`src/rtl/i2c_arb_pkg.sv`:
```
// Shared state encoding, descriptor field widths and width helper for the
// I2C request arbiter.
package i2c_arb_pkg;

   typedef enum logic [2:0] {
      IDLE       = 3'd0,
      LAUNCH     = 3'd1,
      WAIT_START = 3'd2,
      WAIT_DONE  = 3'd3,
      DONE       = 3'd4
   } arb_state_t;

   localparam int unsigned ADDR_W  = 7;
   localparam int unsigned DATA_W  = 32;
   localparam int unsigned BYTES_W = 4;

   // Bits needed to index n items; never less than one bit.
   function automatic int unsigned width_of(input int unsigned n);
      return (n < 2) ? 1 : $clog2(n);
   endfunction

endpackage

```
`src/rtl/rr_priority_select.sv`:
```
// Combinational round-robin search: first asserted request at or after
// rr_ptr, wrapping modulo NUM_REQ.
module rr_priority_select
   import i2c_arb_pkg::*;
#(
   parameter int unsigned NUM_REQ = 4
) (
   input  logic [NUM_REQ-1:0]           req,
   input  logic [width_of(NUM_REQ)-1:0] rr_ptr,
   output logic [width_of(NUM_REQ)-1:0] winner,
   output logic                         any_valid
);

   localparam int unsigned W = width_of(NUM_REQ);

   logic [W-1:0] idx;

   always_comb begin
      winner    = '0;
      any_valid = 1'b0;
      idx       = '0;
      for (int unsigned k = 0; k < NUM_REQ; k++) begin
         idx = W'((32'(rr_ptr) + k) % NUM_REQ);
         if (!any_valid && req[idx]) begin
            any_valid = 1'b1;
            winner    = idx;
         end
      end
   end

endmodule

```
`src/rtl/i2c_request_arbiter.sv`:
```
// Round-robin sharing of one I2C controller among NUM_REQ requesters, with
// start and completion timeouts reported back to the granted requester.
module i2c_request_arbiter
   import i2c_arb_pkg::*;
#(
   parameter int unsigned NUM_REQ      = 4,
   parameter int unsigned START_WAIT   = 16,
   parameter int unsigned DONE_TIMEOUT = 65535
) (
   input  logic                          clock,
   input  logic                          reset_n,
   input  logic [NUM_REQ-1:0]            req_valid,
   input  logic [NUM_REQ-1:0]            req_rw,
   input  logic [ADDR_W*NUM_REQ-1:0]     req_address,
   input  logic [DATA_W*NUM_REQ-1:0]     req_data,
   input  logic [BYTES_W*NUM_REQ-1:0]    req_bytesend,
   output logic [NUM_REQ-1:0]            req_ready,
   output logic [NUM_REQ-1:0]            req_done,
   output logic                          req_err,
   output logic                          busy,
   output logic [width_of(NUM_REQ)-1:0]  grant_id,
   output logic                          ctl_init_transaction,
   output logic                          ctl_rw,
   output logic [ADDR_W-1:0]             ctl_address,
   output logic [DATA_W-1:0]             ctl_data,
   output logic [BYTES_W-1:0]            ctl_bytesend,
   input  logic                          ctl_idle
);

   localparam int unsigned GW = width_of(NUM_REQ);
   localparam int unsigned CW = width_of(DONE_TIMEOUT + 1);

   if (NUM_REQ < 2 || NUM_REQ > 8) begin : g_bad_num_req
      $error("i2c_request_arbiter: NUM_REQ must be within 2..8");
   end

   arb_state_t state, state_nxt;

   logic [GW-1:0]      rr_ptr;
   logic [GW-1:0]      sel_idx;
   logic               any_valid;
   logic [CW-1:0]      cnt;
   logic               err_q, err_nxt;
   logic               accept;

   logic [ADDR_W-1:0]  addr_arr  [NUM_REQ];
   logic [DATA_W-1:0]  data_arr  [NUM_REQ];
   logic [BYTES_W-1:0] bytes_arr [NUM_REQ];

   for (genvar g = 0; g < NUM_REQ; g++) begin : g_unpack
      assign addr_arr[g]  = req_address[g*ADDR_W +: ADDR_W];
      assign data_arr[g]  = req_data[g*DATA_W +: DATA_W];
      assign bytes_arr[g] = req_bytesend[g*BYTES_W +: BYTES_W];
   end

   rr_priority_select #(
      .NUM_REQ (NUM_REQ)
   ) u_rr_select (
      .req       (req_valid),
      .rr_ptr    (rr_ptr),
      .winner    (sel_idx),
      .any_valid (any_valid)
   );

   // A grant also needs the controller back in IDLE, not merely quiet.
   assign accept = (state == IDLE) && any_valid && ctl_idle;

   always_ff @(posedge clock) begin
      if (!reset_n) state <= IDLE;
      else          state <= state_nxt;
   end

   always_comb begin
      state_nxt = state;
      err_nxt   = err_q;
      case (state)
         IDLE:       if (accept) state_nxt = LAUNCH;
         LAUNCH: begin
            state_nxt = WAIT_START;
            err_nxt   = 1'b0;
         end
         WAIT_START: begin
            if (!ctl_idle) begin
               state_nxt = WAIT_DONE;
            end else if (cnt == CW'(START_WAIT - 1)) begin
               state_nxt = DONE;
               err_nxt   = 1'b1;
            end
         end
         WAIT_DONE: begin
            if (ctl_idle) begin
               state_nxt = DONE;
               err_nxt   = 1'b0;
            end else if (cnt == CW'(DONE_TIMEOUT - 1)) begin
               state_nxt = DONE;
               err_nxt   = 1'b1;
            end
         end
         DONE:       state_nxt = IDLE;
         default:    state_nxt = IDLE;
      endcase
   end

   always_ff @(posedge clock) begin
      if (!reset_n) begin
         rr_ptr       <= '0;
         grant_id     <= '0;
         cnt          <= '0;
         err_q        <= 1'b0;
         ctl_rw       <= 1'b0;
         ctl_address  <= '0;
         ctl_data     <= '0;
         ctl_bytesend <= '0;
      end else begin
         err_q <= err_nxt;
         case (state)
            IDLE: begin
               if (accept) begin
                  grant_id     <= sel_idx;
                  ctl_rw       <= req_rw[sel_idx];
                  ctl_address  <= addr_arr[sel_idx];
                  ctl_data     <= data_arr[sel_idx];
                  ctl_bytesend <= bytes_arr[sel_idx];
               end
            end
            LAUNCH: cnt <= '0;
            // Counter restarts on the WAIT_START -> WAIT_DONE hop and saturates otherwise.
            WAIT_START, WAIT_DONE: begin
               if (state_nxt != state) cnt <= '0;
               else if (cnt != '1)     cnt <= cnt + 1'b1;
            end
            DONE: rr_ptr <= (grant_id == GW'(NUM_REQ - 1)) ? '0 : grant_id + 1'b1;
            default: ;
         endcase
      end
   end

   always_comb begin
      req_ready            = '0;
      req_done             = '0;
      req_err              = 1'b0;
      ctl_init_transaction = 1'b0;
      busy                 = (state != IDLE);
      case (state)
         LAUNCH: begin
            req_ready[grant_id]  = 1'b1;
            ctl_init_transaction = 1'b1;
         end
         DONE: begin
            req_done[grant_id] = 1'b1;
            req_err            = err_q;
         end
         default: ;
      endcase
   end

endmodule

```
`config.mk`:
```
export PLATFORM = sky130hd
export DESIGN_NAME = i2c_request_arbiter
export DESIGN_NICKNAME = d
export VERILOG_FILES = /design/src/rtl/i2c_arb_pkg.sv /design/src/rtl/rr_priority_select.sv /design/src/rtl/i2c_request_arbiter.sv
export SDC_FILE = /design/constraint.sdc
export NUM_CORES = 1
export LEC_CHECK = 0
export ABC_AREA = 1
export CORE_MARGIN = 3
export CORE_UTILIZATION = 40
export CTS_CLUSTER_SIZE = 14
export DETAILED_ROUTE_END_ITERATION = 16
export PLACE_DENSITY = 0.83
export SYNTH_ARGS = -nofsm -noshare
export SYNTH_HDL_FRONTEND = slang
export SYNTH_SLANG_ARGS = --single-unit
```
`constraint.sdc`:
```
create_clock -name clock -period 2 [get_ports clock]
set_input_delay 0.5 -clock clock [delete_from_list [all_inputs] [get_ports clock]]
set_output_delay 0.5 -clock clock [all_outputs]
set_load 0.1 [all_outputs]
```
# Word level (Yosys, flattened, before mapping)
# Index checks and enable logic that the tools add are counted.
[word_totals] ff_bits=68 latchBits=0 ramBits=0 mem_bits_ro=0 inputBits=183 word_cells=101 memories=0
[classes] addsub=5 mul=0 div_mod_pow=0 n_lt_le_gt_ge=8 eq_ne=13 shifts=0 muxes=48 n_bitwise=1 n_reduce_logical=17
[ops] cell="binary-select mux 32 bit (select 2 bit)" n=1
[ops] cell="two-way mux 32 bit" n=2
[ops] cell="two-way mux 16 bit" n=2
[ops] cell="one-hot mux 16 bit (2 select lines)" n=1
[ops] cell="< comparator 2 x 3 -> 1 bit, second input constant" n=6
[ops] cell="adder 16 x 1 -> 16 bit, second input constant" n=1
[ops] cell="== test 16 bit, second input constant" n=1
[ops] cell="== test 16 x 4 -> 1 bit, second input constant" n=1
[ops] cell="two-way mux 1 bit" n=16
[ops] cell="two-way mux 4 bit" n=4
[ops] cell="!= test 16 bit, second input constant" n=1
[ops] cell="two-way mux 3 bit" n=5
[ops] cell="binary-select mux 7 bit (select 2 bit)" n=1
[ops] cell="two-way mux 7 bit" n=2
[ops] cell="one-hot mux 3 bit (4 select lines)" n=1
[ops] cell="binary-select mux 1 bit (select 2 bit)" n=5
[ops] cell="two-way mux 2 bit" n=5
[ops] cell="binary-select mux 4 bit (select 2 bit)" n=1
[ops] cell="== test 3 x 2 -> 1 bit, second input constant" n=2
[ops] cell="logical AND 1 bit" n=6
[ops] cell="!= test 3 bit, second input constant" n=2
[ops] cell="nonzero test 3 bit" n=2
[ops] cell="adder 2 x 1 -> 2 bit, second input constant" n=2
[ops] cell="adder 2 bit, second input constant" n=2
[ops] cell="other kinds (16)" n=20

# Longest topological paths before layout
# Gate-level depths: netlist (run 1).
[depth] depth_word=19 ltp_mapped=18 ltp_nobuf=16

# Cells and area by module
# A second synthesis (run 1) with hierarchy kept.
[hier_totals] cells_unflattened=764 hier_area_um2=4625.7
[modules_own_cells] mod="i2c_request_arbiter" n_inst=1 cells_each=705 area_each_um2=4306.6 seq_area_each_um2=1361.3
[modules_own_cells] mod="rr_priority_select" n_inst=1 cells_each=59 area_each_um2=319.1 seq_area_each_um2=0.0

# Worst setup path before layout (run 1)
# No wires, ideal clock.
[synth_path] path_type="register to output" startpoint="register state[2]" endpoint="output req_ready[0]" arrival_time_ns=4.323 required_time_ns=1.500 path_slack_ns=-2.823 stages_incl_launch_ff=5 n_path_buf=1 cell_sequence="dfxtp_1 > clkbuf_1 > nor3_1 > inv_1 > nor2_1"
[synth_via] elab_chain_cells=2
[synth_rtl] element="start: declaration" line_no="i2c_request_arbiter.sv:37" text="arb_state_t state, state_nxt;"
[synth_rtl] element="start signal: assignment" line_no="i2c_request_arbiter.sv:70" text="else state <= state_nxt;"
[synth_rtl] element="== test 3 x 1 -> 1 bit" line_no="i2c_request_arbiter.sv:144" text="case (state)"
[synth_rtl] element="two-way mux 4 bit" line_no="i2c_request_arbiter.sv:144"
[synth_rtl] element="end: declaration" line_no="i2c_request_arbiter.sv:17" text="output logic [NUM_REQ-1:0] req_ready,"
# No other way between the ends.

# Worst setup path after layout (run 1)
[layout_path] startpoint="input req_valid[0]" endpoint="register ctl_address[3]"
[layout_via] elab_chain_cells=16
[layout_rtl] element="start: declaration" line_no="i2c_request_arbiter.sv:12" text="input logic [NUM_REQ-1:0] req_valid,"
[layout_rtl] element="binary-select mux 1 bit (select 2 bit)" line_no="rr_priority_select.sv:24" text="if (!any_valid && req[idx]) begin"
[layout_rtl] element="two-way mux 1 bit (implied by the code)" line_no="rr_priority_select.sv:24"
[layout_rtl] element="two-way mux 1 bit" line_no="rr_priority_select.sv:24"
[layout_rtl] element="logical NOT 1 bit" line_no="rr_priority_select.sv:24"
[layout_rtl] element="logical AND 1 bit" line_no="rr_priority_select.sv:24"
[layout_rtl] element="two-way mux 1 bit" line_no="rr_priority_select.sv:24"
[layout_rtl] element="logical NOT 1 bit" line_no="rr_priority_select.sv:24"
[layout_rtl] element="logical AND 1 bit" line_no="rr_priority_select.sv:24"
[layout_rtl] element="two-way mux 1 bit" line_no="rr_priority_select.sv:24"
[layout_rtl] element="logical NOT 1 bit" line_no="rr_priority_select.sv:24"
[layout_rtl] element="logical AND 1 bit" line_no="rr_priority_select.sv:24"
[layout_rtl] element="two-way mux 2 bit" line_no="rr_priority_select.sv:24"
[layout_rtl] element="inverter 2 -> 3 bit (implied by the code)" line_no="i2c_request_arbiter.sv:121" text="ctl_address <= addr_arr[sel_idx];"
[layout_rtl] element="binary-select mux 7 bit (select 2 bit)" line_no="i2c_request_arbiter.sv:121"
[layout_rtl] element="two-way mux 7 bit (implied by the code) (2 in series)" line_no="i2c_request_arbiter.sv:121"
[layout_rtl] element="end signal: assignment" line_no="i2c_request_arbiter.sv:121"
[layout_rtl] element="end: declaration" line_no="i2c_request_arbiter.sv:24" text="output logic [ADDR_W-1:0] ctl_address,"
# Several ways; a longest one is shown, not always the timed one. The select of a mux whose other input is x is not followed.
# A chain may end at the register's enable or synchronous reset.

==> impl_results.md, run 1 <==
- HPWL Detailed: 13700 um
- Total of warnings raised by yosys: 0
- Total CTS buffers: 9
- Fillcell total: 860
- First-pass GRT wire length: 30500 um
- Slew Limit Fails: 0
- Cell area after synthesis: 5080 sq um
- Final Util: 77.0%
- Post-Route WL: 20900 um
- Clock-pin slew on the worst setup and hold paths: 60 ps
- Total GRT Usage: 26.5%
- Largest cells by area after synthesis: dfxtp_1, nand2_1, nor2_1
- Post-synthesis register bit count: 68
- Syn Inst Count: 896
- RePlAce Congestion: 0.930
- Antenna diodes: 0
- Top cell type's share of synthesized area: 26.8%
- Layout cells sized above 1: 23.6%
- Worst Setup End Kind: flop
- Startpoint types: primary input
- Die area: 14100 sq um
- Failing checks: setup timing
- DRT iter0 DRCs: 453
- Hold Path Class: reg -> reg
- Setup WS post-layout: -127 ps
- Final setup viols: 44
- Measured slew at the worst slew-check pin: 422 ps
- Minimum clock period: 2130 ps
- Largest net degree at the start of global routing: 35
- Status: complete, but fails checks
- Initial Util: 41.6%
- Worst path required time: 2280 ps
- Post-Place Worst Slack: -541 ps
- Commonest non-fill, non-tap cells in the layout: nand2_1, clkdlybuf4s50_1, nor2_1, inv_1, buf_4
- Syn Area/Cell: 5.67 sq um
- RSZ-0062 raised after global routing: true
- Initial antenna violation count: 0
- Number of vias per cell: 5.02
- Slew headroom: 71.8%
- Vias after detailed routing: 6754
- Dpl cells: 1300
- Total power: 0.00681 W
- Pleak: 4.53 nW
- Fin cells: 1345
- Dominant cell type by area after synthesis: dfxtp_1
- Die W: 119 um
- Cell Pwr Density: 725 nW/um^2
- CTS tree: done
- Area delta synth->final: 85.1%
- Clk_skew: 5.82 ps
- Clk buf depth: 2
- Vias in the first global route: 6280
- Drt pass-1 iters: 6
- FF/Latch Area: 1380 sq um
- H-Tree Depth: 3
- I/O pin count: 240
- Grt total ovfl: 0
- Mapped Nets: 1085
- WP data arrival: 2410 ps
- DRC errors left: 0
- Post-synthesis sequential area ratio: 26.8%
- Hold Fails Final Rpt: 0
- VDD IR max: 400 uV
- Post-synthesis cell type count: 32
- Max FO, Critical Path: 6
- F_max: 470 MHz
- Number of port buffers: 239
- Die height: 119 um
- CTS root buf: clkbuf_16
- Setup CP Type: in -> reg
- DR WL/cell: 15.5 um
- Fin crit share: 106%
- Area of the multi-input gates: 3530 sq um
- Clock sinks: 68
- Fin nets: 1361
- Most common cell after layout, fill and taps aside: nand2_1
- Core ar.: 12200 sq um
- Maxcap violations: 0
- DRT antenna net count: 0
- Row cnt: 40
- Worst-skew pair later-pin latency: 330 ps
cells by family (layout without fill, tap and decap cells):
| kind of cell | count (synthesis) | count (layout) | synth area share, % |
|---|---|---|---|
| flip-flops | 68 | 68 | 26.8 |
| AO/OA/AOI/OAI | 73 | 73 | 8.82 |
| XOR/XNOR | 10 | 10 | 1.73 |
| adder cells (fa/ha/maj) | 6 | 6 | 1.48 |
| buffers and inverters | 157 | 437 | 14.3 |
| AND/OR/NAND/NOR | 582 | 583 | 46.9 |
routing by layer:
| layer | part of all wire, % | wire length, um | vias to the layer above | track usage (%) |
|---|---|---|---|---|
| li1 | - | - | 3300 | - |
| met1 | 36 | 7590 | 3062 | 29.1 |
| met2 | 52 | 10900 | 315 | 48.1 |
| met3 | 7.3 | 1520 | 77 | 6.08 |
| met4 | 4.4 | 925 | 0 | 12.4 |
| met5 | 0 | 0 | - | 0 |
worst max-delay path: stages:
cell and delay, ps:
dlygate4sd2_1 250, inv_1 100, nand2_2 70, nand3_2 70, nand2_2 80, nor2_4 200
buf_6 130, nand4_4 90, buf_6 140, a21oi_4 200, buf_6 160, clkbuf_16 180
nand2_4 50, nand3_2 50, nand2_1 50, inv_1 50
cell type report:
type	count	share of cell area (%)
clock buffers	12	2.73
clock inverters	4	0.506
inverters	111	4.59
multi-input cells	672	37.5
flip-flops and latches	68	14.7
well taps	168	2.24
repair buffers	310	37.7
registers in the layout (all words and copies together), names as in the netlist:
signal,count
ctl_address,7
ctl_rw,1
cnt,16
ctl_bytesend,4
ctl_data,32
rr_ptr,2
grant_id,2
err_q,1
state,3
where the power goes:
part / internal [W] / total (W) / leakage [nW] / switching, W
logic: 0.00137 / 0.00349 / 3.82 / 0.00212
registers: 0.00152 / 0.00167 / 0.563 / 0.000145
clock network: 0.00103 / 0.00165 / 0.149 / 0.000622
path summary, 6_finish.rpt:
kind                            depth (start not counted)         start  slack [ps]             end
worst max-delay path                                   16  req_valid[0]        -130  ctl_address[3]
worst max register to register                         16     rr_ptr[0]        -120  ctl_address[3]
worst min register to register                          2       cnt[14]         530         cnt[14]
worst min-delay path                                    2       cnt[14]         530         cnt[14]
synthesized netlist by cell type, drive strengths merged:
| cell type | instances |
|---|---|
| a211oi | 2 |
| nand3b | 1 |
| nand2 | 348 |
| clkbuf | 7 |
| nand4 | 7 |
| o21ai | 31 |
| o211ai | 21 |
| dfxtp | 68 |
| xnor2 | 2 |
| buf | 39 |
| nor3 | 6 |
| a21oi | 16 |
| xor2 | 8 |
| nor2 | 159 |
| clkinv | 1 |
| ha | 6 |
| a2111oi | 1 |
| nand3 | 61 |
| inv | 110 |
| a31oi | 2 |
timing repair:
item | in CTS | in global routing
hold buffers | 0 | 0
resized for setup | 55 | 115
pin swaps | 21 | 45
buffers inserted | 12 | 5
setup endpoints to repair | 64 | 69
cloned | 8 | 7
metrics by stage:
| stage | TNS (ps) | area [sq um] | hold WS (ps) |
|---|---|---|---|
| floorplan | -1690 | 5170 | 473 |
| finish | -2090 | 9400 | 528 |
| global route | -9220 | 9400 | 553 |
| global placement | -25190 | 8100 | 505 |
| CTS | -912 | 8880 | 528 |
| detailed placement | -28910 | 8100 | 515 |
No activity file was read; power rests on OpenSTA's default activity.
==> run 2: changes to the inputs <==
--- a/config.mk
+++ b/config.mk
@@ -5,12 +5,14 @@
 export SDC_FILE = /design/constraint.sdc
 export NUM_CORES = 1
 export LEC_CHECK = 0
-export ABC_AREA = 1
+export ABC_AREA = 0
 export CORE_MARGIN = 3
 export CORE_UTILIZATION = 40
 export CTS_CLUSTER_SIZE = 14
 export DETAILED_ROUTE_END_ITERATION = 16
-export PLACE_DENSITY = 0.83
+export GPL_ROUTABILITY_DRIVEN = 0
+export PLACE_DENSITY = 0.86
+export SLEW_MARGIN = 20
 export SYNTH_ARGS = -nofsm -noshare
 export SYNTH_HDL_FRONTEND = slang
 export SYNTH_SLANG_ARGS = --single-unit
==> impl_results.md, run 2 <==
- Status: finished clean
- Die height: 112 um
- H-Tree Depth: 3
- GRT busiest layer: met2
- Row cnt: 37
- Fin crit share: 96.9%
- Drt pass-1 iters: 6
- Cell Pwr Density: 617 nW/um^2
- Vias after detailed routing: 5763
- Commonest non-fill, non-tap cells in the layout: clkdlybuf4s50_1, and3_1, a211oi_1, dfxtp_1, nand3_1
- VDD IR max: 442 uV
- Top cell type's share of synthesized area: 30.4%
- Area delta synth->final: 75.9%
- Mapped Nets: 743
- Hold Path Class: reg -> reg
- DRT iter0 DRCs: 502
- Clk buf depth: 2
- Minimum clock period: 1940 ps
- Top-count cell post-synth: and3_1
- Setup CP Type: reg -> out
- CTS root buf: clkbuf_8
- Worst path slowest cell: dfxtp_4
- Die area: 12500 sq um
- Post-synthesis sequential area ratio: 30.4%
- Setup WS post-layout: 61.6 ps
- DRT antenna net count: 0
- Final setup viols: 0
- Max FO, Critical Path: 13
- DR WL/cell: 21.2 um
- Layout cells sized above 1: 22.7%
- Number of port buffers: 239
- Clock sinks: 68
- Largest cells by area after synthesis: dfxtp_1, a211oi_1, and3_1
- Worst-skew pair later-pin latency: 340 ps
- List of most frequent post-synthesis cells: and3_1, a211oi_1, dfxtp_1
- Core ar.: 10600 sq um
- RSZ-0062 raised after global routing: true
- Initial antenna violation count: 0
- Post-synthesis cell type count: 55
- Clk_skew: 9.70 ps
- DRC errors left: 0
- Number of vias per cell: 6.24
- Total power: 0.00486 W
- Largest delay contributor family on the critical path: simple AND/OR/NAND/NOR gates
- Startpoint types: flop
- WP data arrival: 1440 ps
- Total of warnings raised by yosys: 0
- GR Layer Usage met2: 50.3%
- Max incr delay on CP: 390 ps
- Total GRT Usage: 28.8%
- Vias in the first global route: 5555
- Largest net degree at the start of global routing: 71
- Cell area after synthesis: 4470 sq um
- Total CTS buffers: 9
- Maxcap violations: 0
- Max FFs per register: 32
- Largest reg by FF count: ctl_data
- Post-synth EDFFs: 0
- Grt total ovfl: 0
- F_max: 516 MHz
- Initial Util: 42.2%
- Most common cell after layout, fill and taps aside: clkdlybuf4s50_1
- GRT met1 Usage: 34.7%
- Synth async-reset ratio: 0%
- HPWL Detailed: 13500 um
- M3 GR Usage: 6.58%
- Die W: 112 um
- Antenna diodes: 0
- First-pass GRT wire length: 29600 um
- CTS tree: done
- Worst path required time: 1500 ps
- Slew Limit Fails: 0
- Fillcell total: 708
- Post-Route WL: 19600 um
- CP bufs+invs: 1
- Dominant cell type by area after synthesis: dfxtp_1
- Syn Inst Count: 554
- Syn Area/Cell: 8.07 sq um
- Clock-pin slew on the worst setup and hold paths: 70 ps
- Measured slew at the worst slew-check pin: 452 ps
- Hold Fails Final Rpt: 0
- I/O pin count: 240
- Worst Setup End Kind: output port
- Post-synthesis register bit count: 68
- CP cell instances: nand2b_4 -> nor2_4 -> and2_4 -> buf_12
- Ys flop type: dfxtp_1
- Pleak: 3.19 nW
- Post-Place Worst Slack: -627 ps
- Slew headroom: 69.9%
- Leading registers by flop count: ctl_data: 32 flops, cnt: 16 flops, ctl_address: 7 flops
- Fin nets: 974
## run 2: cell types whose count changed after synthesis, sizes merged, moves of 27 or more
cell	change
nor2	-146
inv	-96
and3	+95
nand2	-328
a211oi	+87
clkbuf	+27
o31ai	+45
## run 2: worst reg2reg max path, delay by kind of cell (launching register included)
family	cells	cell delay, ps
AOI/OAI and AO/OA	2	660
and+or+nand+nor	3	580
adders and majority gates	1	180
DFF	1	390
## run 2: path summary, 6_finish.rpt
kind | cells after the start | slack [ps] | startpoint | endpoint
worst max-delay path | 4 | 60 | state[2] | req_ready[1]
worst min-delay path | 2 | 480 | ctl_data[7] | ctl_data[7]
worst max register to register | 6 | 100 | cnt[1] | cnt[3]
worst min register to register | 2 | 480 | ctl_data[7] | ctl_data[7]
## run 2: metrics by stage
step	setup TNS [ps]	hold slack, ps	instances	utilization, %	cell area [sq um]
after floorplan	-401	462	554	-	4520
after global placement	-18700	459	903	69.1	7330
after detailed placement	-20900	467	903	69.1	7330
after CTS	-77.6	476	919	72.5	7680
after global routing	-104	499	924	74.2	7870
final	0	476	924	74.2	7870
## run 2: power by group
group	switching [W]	internal [W]
Sequential	0.0000833	0.00145
Combinational	0.00128	0.000817
Clock	0.000524	0.000700
Total	0.00189	0.00297
## run 2: cell type report
cell class              instances  area [sq um]  share of cell area [%]
inverters                      14          52.6                   0.668
multi-input cells             416          3040                    38.6
well taps                     136           170                    2.16
clock inverters                 1          30.0                   0.382
repair buffers                276          3020                    38.4
clock buffers                  13           179                    2.27
flip-flops and latches         68          1380                    17.5
## run 2: cells by family (layout without fill, tap and decap cells)
| logic type | after synthesis | after routing | synth area share (%) |
|---|---|---|---|
| fa+ha+maj | 6 | 6 | 1.68 |
| xor+xnor | 1 | 1 | 0.196 |
| compound gates | 178 | 178 | 30.1 |
| simple gates | 229 | 229 | 29.8 |
| flops | 68 | 68 | 30.4 |
| mux | 2 | 2 | 0.448 |
| buf+inv | 70 | 304 | 7.38 |
## run 2: layer usage
layer,share of wire [%],wire length [um]
met4,3.2,622
met2,51,9950
met1,37,7330
met3,8.5,1660
met5,0,0
## run 2: what timing repair did
action                                  4_1_cts  5_1_grt
pin swaps                                     4        4
gates resized for setup                      29       26
hold buffers                                  0        0
endpoints found under the setup margin       54       66
cloned                                        0        3
setup buffers                                 2        2
